<file path="config.mk">
export PLATFORM = sky130hd
export DESIGN_NAME = sseg_disp_arbiter
export DESIGN_NICKNAME = d
export VERILOG_FILES = /design/src/rtl/sseg_disp_arbiter.sv
export SDC_FILE = /design/constraint.sdc
export NUM_CORES = 1
export LEC_CHECK = 0
export CAP_MARGIN = 10
export CORE_MARGIN = 10
export CORE_UTILIZATION = 49
export DETAILED_ROUTE_END_ITERATION = 10
export PLACE_DENSITY = 0.8
export SYNTH_ARGS = -nofsm -noshare
export SYNTH_HDL_FRONTEND = slang
export SYNTH_SLANG_ARGS = --single-unit
</file>
<file path="constraint.sdc">
create_clock -name clk -period 3.05 [get_ports clk]
set_input_delay 0.4575 -clock clk [delete_from_list [all_inputs] [get_ports clk]]
set_output_delay 0.4575 -clock clk [all_outputs]
set_load 0.005 [all_outputs]
</file>
<file path="src/rtl/sseg_disp_arbiter.sv">
// sseg_disp_arbiter: shares the 4-digit seven-segment display between two
// requesters. Round-robin grant with a minimum hold time (value stays
// readable) and a maximum hold time (no starvation). Idle shows DEFAULT_VAL.
module sseg_disp_arbiter #(
    parameter int unsigned MIN_TICKS   = 2,
    parameter int unsigned MAX_TICKS   = 8,
    parameter logic [15:0] DEFAULT_VAL = 16'h0000
) (
    input  logic        clk,
    input  logic        rst_n,
    input  logic        tick,
    input  logic        req0,
    input  logic [15:0] data0,
    input  logic        req1,
    input  logic [15:0] data1,
    output logic        gnt0,
    output logic        gnt1,
    output logic        busy,
    output logic [3:0]  digit0,
    output logic [3:0]  digit1,
    output logic [3:0]  digit2,
    output logic [3:0]  digit3
);

    localparam int unsigned CW = $clog2(MAX_TICKS + 1);
    localparam logic [CW-1:0] MIN_C = CW'(MIN_TICKS);
    localparam logic [CW-1:0] MAX_C = CW'(MAX_TICKS);

    typedef enum logic [1:0] {
        IDLE = 2'd0,
        OWN0 = 2'd1,
        OWN1 = 2'd2
    } state_t;

    state_t        state;
    logic [CW-1:0] tick_cnt;
    logic          last;
    logic [15:0]   disp;

    logic          own_req;
    logic          oth_req;
    logic [15:0]   own_data;
    logic [15:0]   oth_data;
    logic          hand_off;

    assign digit3 = disp[15:12];
    assign digit2 = disp[11:8];
    assign digit1 = disp[7:4];
    assign digit0 = disp[3:0];

    // Resolve "owner" vs "other" so both OWN states share one decision path
    always_comb begin
        own_req  = req0;
        oth_req  = req1;
        own_data = data0;
        oth_data = data1;
        if (state == OWN1) begin
            own_req  = req1;
            oth_req  = req0;
            own_data = data1;
            oth_data = data0;
        end
        hand_off = (state != IDLE) &&
                   ((!own_req && (tick_cnt >= MIN_C)) ||
                    (own_req && oth_req && (tick_cnt >= MAX_C)));
    end

    // Grant FSM with registered grants, busy flag and display value
    always_ff @(posedge clk or negedge rst_n) begin
        if (!rst_n) begin
            state    <= IDLE;
            gnt0     <= 1'b0;
            gnt1     <= 1'b0;
            busy     <= 1'b0;
            disp     <= DEFAULT_VAL;
            tick_cnt <= '0;
            last     <= 1'b1;
        end else begin
            case (state)
                IDLE: begin
                    tick_cnt <= '0;
                    if (req0 && (!req1 || last)) begin
                        state <= OWN0;
                        gnt0  <= 1'b1;
                        gnt1  <= 1'b0;
                        busy  <= 1'b1;
                        disp  <= data0;
                    end else if (req1) begin
                        state <= OWN1;
                        gnt0  <= 1'b0;
                        gnt1  <= 1'b1;
                        busy  <= 1'b1;
                        disp  <= data1;
                    end else begin
                        disp  <= DEFAULT_VAL;
                    end
                end
                OWN0, OWN1: begin
                    if (hand_off) begin
                        last     <= (state == OWN1);
                        tick_cnt <= '0;
                        if (oth_req) begin
                            // Direct swap: no idle gap, tick on this edge is not counted
                            state <= (state == OWN0) ? OWN1 : OWN0;
                            gnt0  <= (state == OWN1);
                            gnt1  <= (state == OWN0);
                            busy  <= 1'b1;
                            disp  <= oth_data;
                        end else begin
                            state <= IDLE;
                            gnt0  <= 1'b0;
                            gnt1  <= 1'b0;
                            busy  <= 1'b0;
                            disp  <= DEFAULT_VAL;
                        end
                    end else begin
                        if (own_req) begin
                            disp <= own_data;
                        end
                        if (tick && (tick_cnt != MAX_C)) begin
                            tick_cnt <= tick_cnt + 1'b1;
                        end
                    end
                end
                default: begin
                    state    <= IDLE;
                    gnt0     <= 1'b0;
                    gnt1     <= 1'b0;
                    busy     <= 1'b0;
                    disp     <= DEFAULT_VAL;
                    tick_cnt <= '0;
                end
            endcase
        end
    end

endmodule

</file>
==> results.cfg, run 1 <==
[outcome]
status = complete, no violations

[layout]
finish.instance_area_mm2 = 0.00274
drive_gt1_share_pct = 10.2
antenna_cells = 0
area.sequential_um2 = 627
nFillCells = 332
final_common_cell = clkdlybuf4s50_1
multi_input_area_mm2 = 0.00137
final_cell_mix = 55 x clkdlybuf4s50_1, 33 x mux2i_1, 28 x nor2_1
area_growth_pct = 28.8
fin_util_pct = 66.7
instances_no_fill = 314
nets = 308

[routing]
first_pass_iters = 5
drcViolationCount = 0
routedWlPerCell_um = 20.0
final_antenna_net_count = 0
routed_wl_mm = 6.28
vias_per_cell = 6.31
drt_iter0_markers = 242
vias = 1981

[timing]
fin_ws_ns = 0.275
finClkSkew_ns = 0.00646
fmax_ghz = 0.360
slew_violations = 0
finalHoldViolations = 0
max_slew_margin_pct = 19.4
finalCritPeriodShare_pct = 91.0
worstMarginPinSlew_ns = 1.20
fin_crit_ns = 2.78
hold_slack_ns = 0.513
fin_tns_setup_ns = 0
finalSetupViolations = 0
rsz0062_at_grt = false

[grt]
overflow = 0
grt_pass1_vias = 1859
grt.total_usage_pct = 16.0
antenna_found_initial = 0
grt_max_degree = 37
grt_pass1_wl_mm = 9.87

[synth]
yosys_register_bits = 25
synth_largest_area_cell = dfrtp_1
synth_top_area_share_pct = 28.2
synth_cell_types = 33
ys_dominant_reg_cell = dfrtp_1
synthCells = 218
synth_warnings = 0
syn_avg_cell_area_um2 = 9.77
synth-edff-count = 0
synth_area_leaders = dfrtp_1 28%, mux2i_1 16%, a32o_1 7.5%, a22o_1 6.6%, a32oi_1 6.6%
async_flop_share_pct = 100
synth_nets = 261
seq_area_frac_synth_pct = 29.4
netlist_area_mm2 = 0.00213

[die]
initial_core_util_pct = 51.7
die_h_um = 85.9
io_pins = 56
num_rows = 23
die_w_um = 85.9
core_mm2 = 0.00412
die_area_mm2 = 0.00738

[cts]
hold_buffers = 0
cts_tree = done
cts.sinks = 25
clock_latency_ns = 0.27
cts_resized = 0
post_cts_buffers = 0
clockBufferDepth = 2
path_clk_slew_ns = 0.09
ctsRootBufferMaster = clkbuf_8
cts_max_level = 1
numCtsBuffers = 3

[job]
max_cap_viol_count = 0

[setup_path]
rr_worst_depth = 7
worstPathMaxFanout = 16
worstSetupPathType = flop to flop
worstPathRequired_ns = 3.25
cp-end-kind = flop
cp-start-kind = flop
arrival_ns = 2.98

[placement]
placed_area_mm2 = 0.00269
port_buffers = 55
gp_congestion = 0.778
dpl.cell_count = 309
dp_slack_ns = 0.309
hpwl_mm = 4.22

[hold_path]
hp-class = flop to flop
whs_path_depth = 1

[pwr]
p_leak_nw = 1.11
p_total_mw = 2.48
ir_drop_v = 0.000548
power_density_mw_per_mm2 = 906
## Yosys cell counts, types with 3 or more instances
cell       n
ha_1       6
buf_6      3
a32oi_1   16
nand2b_1   4
nand2_1    5
nor2_1    28
mux2_1     5
dfrtp_1   24
buf_2      4
a22o_1    16
o31ai_1    7
inv_1      6
a21oi_1    5
a32o_1    16
o31ai_2    9
clkbuf_1  12
mux2i_1   33
## state kept, by name, summed over array words and instances, names as in the netlist
signal	flops
disp	16
gnt1	1
state	1
gnt0	1
busy	1
tick_cnt	4
last	1
## report_power, final
group	internal [mW]	switching (mW)	total [mW]	leakage, nW
Sequential	0.471	0.0933	0.564	0.318
Clock	0.0936	0.108	0.202	0.0228
Combinational	0.804	0.916	1.72	0.774
Total	1.37	1.12	2.48	1.11
## critical path: stages, from the launching register on
cell	delay, ns
dfrtp_1	0.42
inv_1	0.09
ha_2	0.42
mux2i_1	0.30
a21o_1	0.21
a21oi_4	0.07
nor2_1	0.91
a22o_1	0.27
## cells by family after synthesis
group | synth area share, %
flops | 29.4
simple gates | 8.23
xor+xnor | 0.823
mux | 18.2
compound gates | 33.6
buf+inv | 6.23
fa+ha+maj | 3.53
## per-layer routing
layer | part of all wire, % | track usage [%]
met3 | 7.6 | 3.78
met4 | 0.64 | 2.84
met1 | 47 | 22.7
met5 | 0 | 0
met2 | 45 | 23.9
## layout make-up
type                       instances  area share [%]
inverter                           7           0.958
timing repair buffer              63            22.3
tap                               50            2.28
multi-input combinational        165            50.0
clock buffer                       4            1.64
sequential                        25            22.8
## worst paths after layout
check	from	endpoint	slack (ns)
hold reg to reg	disp[9]	disp[9]	0.51
max in group asynchronous	rst_n	last	2.21
hold / removal	disp[9]	disp[9]	0.51
setup reg to reg	state[0]	disp[8]	0.27
min in group asynchronous	rst_n	disp[2]	0.54
setup / recovery	state[0]	disp[8]	0.27
Note: power is estimated with default switching activity, not from simulation.
==> run 2, diff against run 1 <==
Settings changed: ABC_CLOCK_PERIOD_IN_PS set to 3050, CAP_MARGIN 10 to 20.
==> results.cfg, run 2 (synthesized netlist as in run 1, its figures left out) <==
[outcome]
status = complete, no violations

[die]
die_area_mm2 = 0.00738
io_pins = 56
core_mm2 = 0.00412
initial_core_util_pct = 51.7
die_w_um = 85.9
die_h_um = 85.9
num_rows = 23

[cts]
cts_tree = done
ctsRootBufferMaster = clkbuf_8
cts.sinks = 25
hold_buffers = 0
path_clk_slew_ns = 0.09
clock_latency_ns = 0.27
clockBufferDepth = 2
cts_max_level = 1
post_cts_buffers = 0
cts_resized = 0
numCtsBuffers = 3

[layout]
largest_register_ffs = 16
final_cell_mix = 55 x clkdlybuf4s50_1, 33 x mux2i_1, 28 x nor2_1
nets = 309
fin_util_pct = 67.0
final_common_cell = clkdlybuf4s50_1
instances_no_fill = 315
regMostFlops = disp
drive_gt1_share_pct = 10.6
area_growth_pct = 29.6
antenna_cells = 0
reg.largest.list = disp (16), tick_cnt (4)
finish.instance_area_mm2 = 0.00276

[grt]
grt.total_usage_pct = 16.3
met2_usage_pct = 24.5
grt_max_degree = 37
overflow = 0
busiest_layer = met2
use_met1_pct = 23.0
grt_pass1_vias = 1953
antenna_found_initial = 0
use_met3_pct = 3.50
grt_pass1_wl_mm = 10.2

[routing]
routedWlPerCell_um = 20.3
drt_iter0_markers = 200
first_pass_iters = 5
drcViolationCount = 0
final_antenna_net_count = 0
vias_per_cell = 6.34
vias = 1997
routed_wl_mm = 6.39

[pwr]
power_density_mw_per_mm2 = 911
power_frac_clock_pct = 8.1
p_sw_mw = 1.13
p_sw_share_pct = 44.9
p_total_mw = 2.51
ir_drop_v = 0.000638
p_int_mw = 1.39
p_leak_nw = 1.12
comb_power_share_pct = 69.3
power_frac_seq_pct = 22.6

[hold_path]
min_from = busy
hp-class = flop to flop
whs_path_depth = 1
min_to = busy

[setup_path]
r2r_setup_slack_ns = 0.40
worstPathMaxFanout = 19
rr_startpoint = state[0]
crit-reg2reg-capture = gnt0
arrival_ns = 2.81
cp-end-kind = flop
worstPathRequired_ns = 3.21
worstSetupPathType = flop to flop
rr_worst_depth = 8
cp-startpoint = state[0]
cp-start-kind = flop

[placement]
hpwl_mm = 4.37
dpl.cell_count = 311
dp_slack_ns = 0.412
gp_congestion = 0.778
port_buffers = 55
placed_area_mm2 = 0.00271

[timing]
rsz0062_at_grt = false
worstMarginPinSlew_ns = 0.913
fin_crit_ns = 2.65
hold_slack_ns = 0.518
fin_tns_setup_ns = 0
finalSetupViolations = 0
finClkSkew_ns = 0.00319
finalCritPeriodShare_pct = 86.7
finalHoldViolations = 0
fin_ws_ns = 0.405
max_slew_margin_pct = 39.1
fmax_ghz = 0.378
slew_violations = 0

[job]
max_cap_viol_count = 0
run 2: cell count changes in the layout (fill, tap and decap cells not counted):
cell	delta
buf_4	-1
buf_6	+2
run 2: metal layers:
layer  routed length (um)  vias up
li1                     -      947
met3                  389        6
met1                 3040      973
met2                 2910       71
met4                   57        0
met5                    0        -
run 2: area by class of cell:
type	instances	area, um2
clock buffers	4	45.0
fillers	340	1360
inverters	7	26.3
multi-input cells	165	1370
flip-flops and latches	25	627
well taps	50	62.6
repair buffers	64	626
run 2: worst max-delay path by stage:
stage                   end  slack, ns  cells after the start
floorplan              busy       0.95                      9
global placement    disp[2]       0.31                      7
detailed placement  disp[2]       0.41                      7
CTS                    busy       0.43                      8
global route           gnt0       0.25                      8
finish                 gnt0       0.40                      8
run 2: power by group through the flow:
| stage | Sequential [mW] | Combinational [mW] | Clock (mW) |
|---|---|---|---|
| 6_report | 0.567 | 1.74 | 0.204 |
| 5_1_grt | 0.582 | 1.87 | 0.220 |
| 4_1_cts | 0.565 | 1.74 | 0.205 |
| 3_5_place_dp | 0.569 | 1.72 | 0 |
| 3_3_place_gp | 0.568 | 1.68 | 0 |
| 2_1_floorplan | 0.560 | 1.16 | 0 |
run 2: critical path: stages (launching register included):
cell and delay, ns:
dfrtp_1 0.42, inv_1 0.09, ha_2 0.42, mux2i_1 0.30, a21o_1 0.21, buf_4 0.25
and2_4 0.38, o21ai_4 0.11, mux2_1 0.33
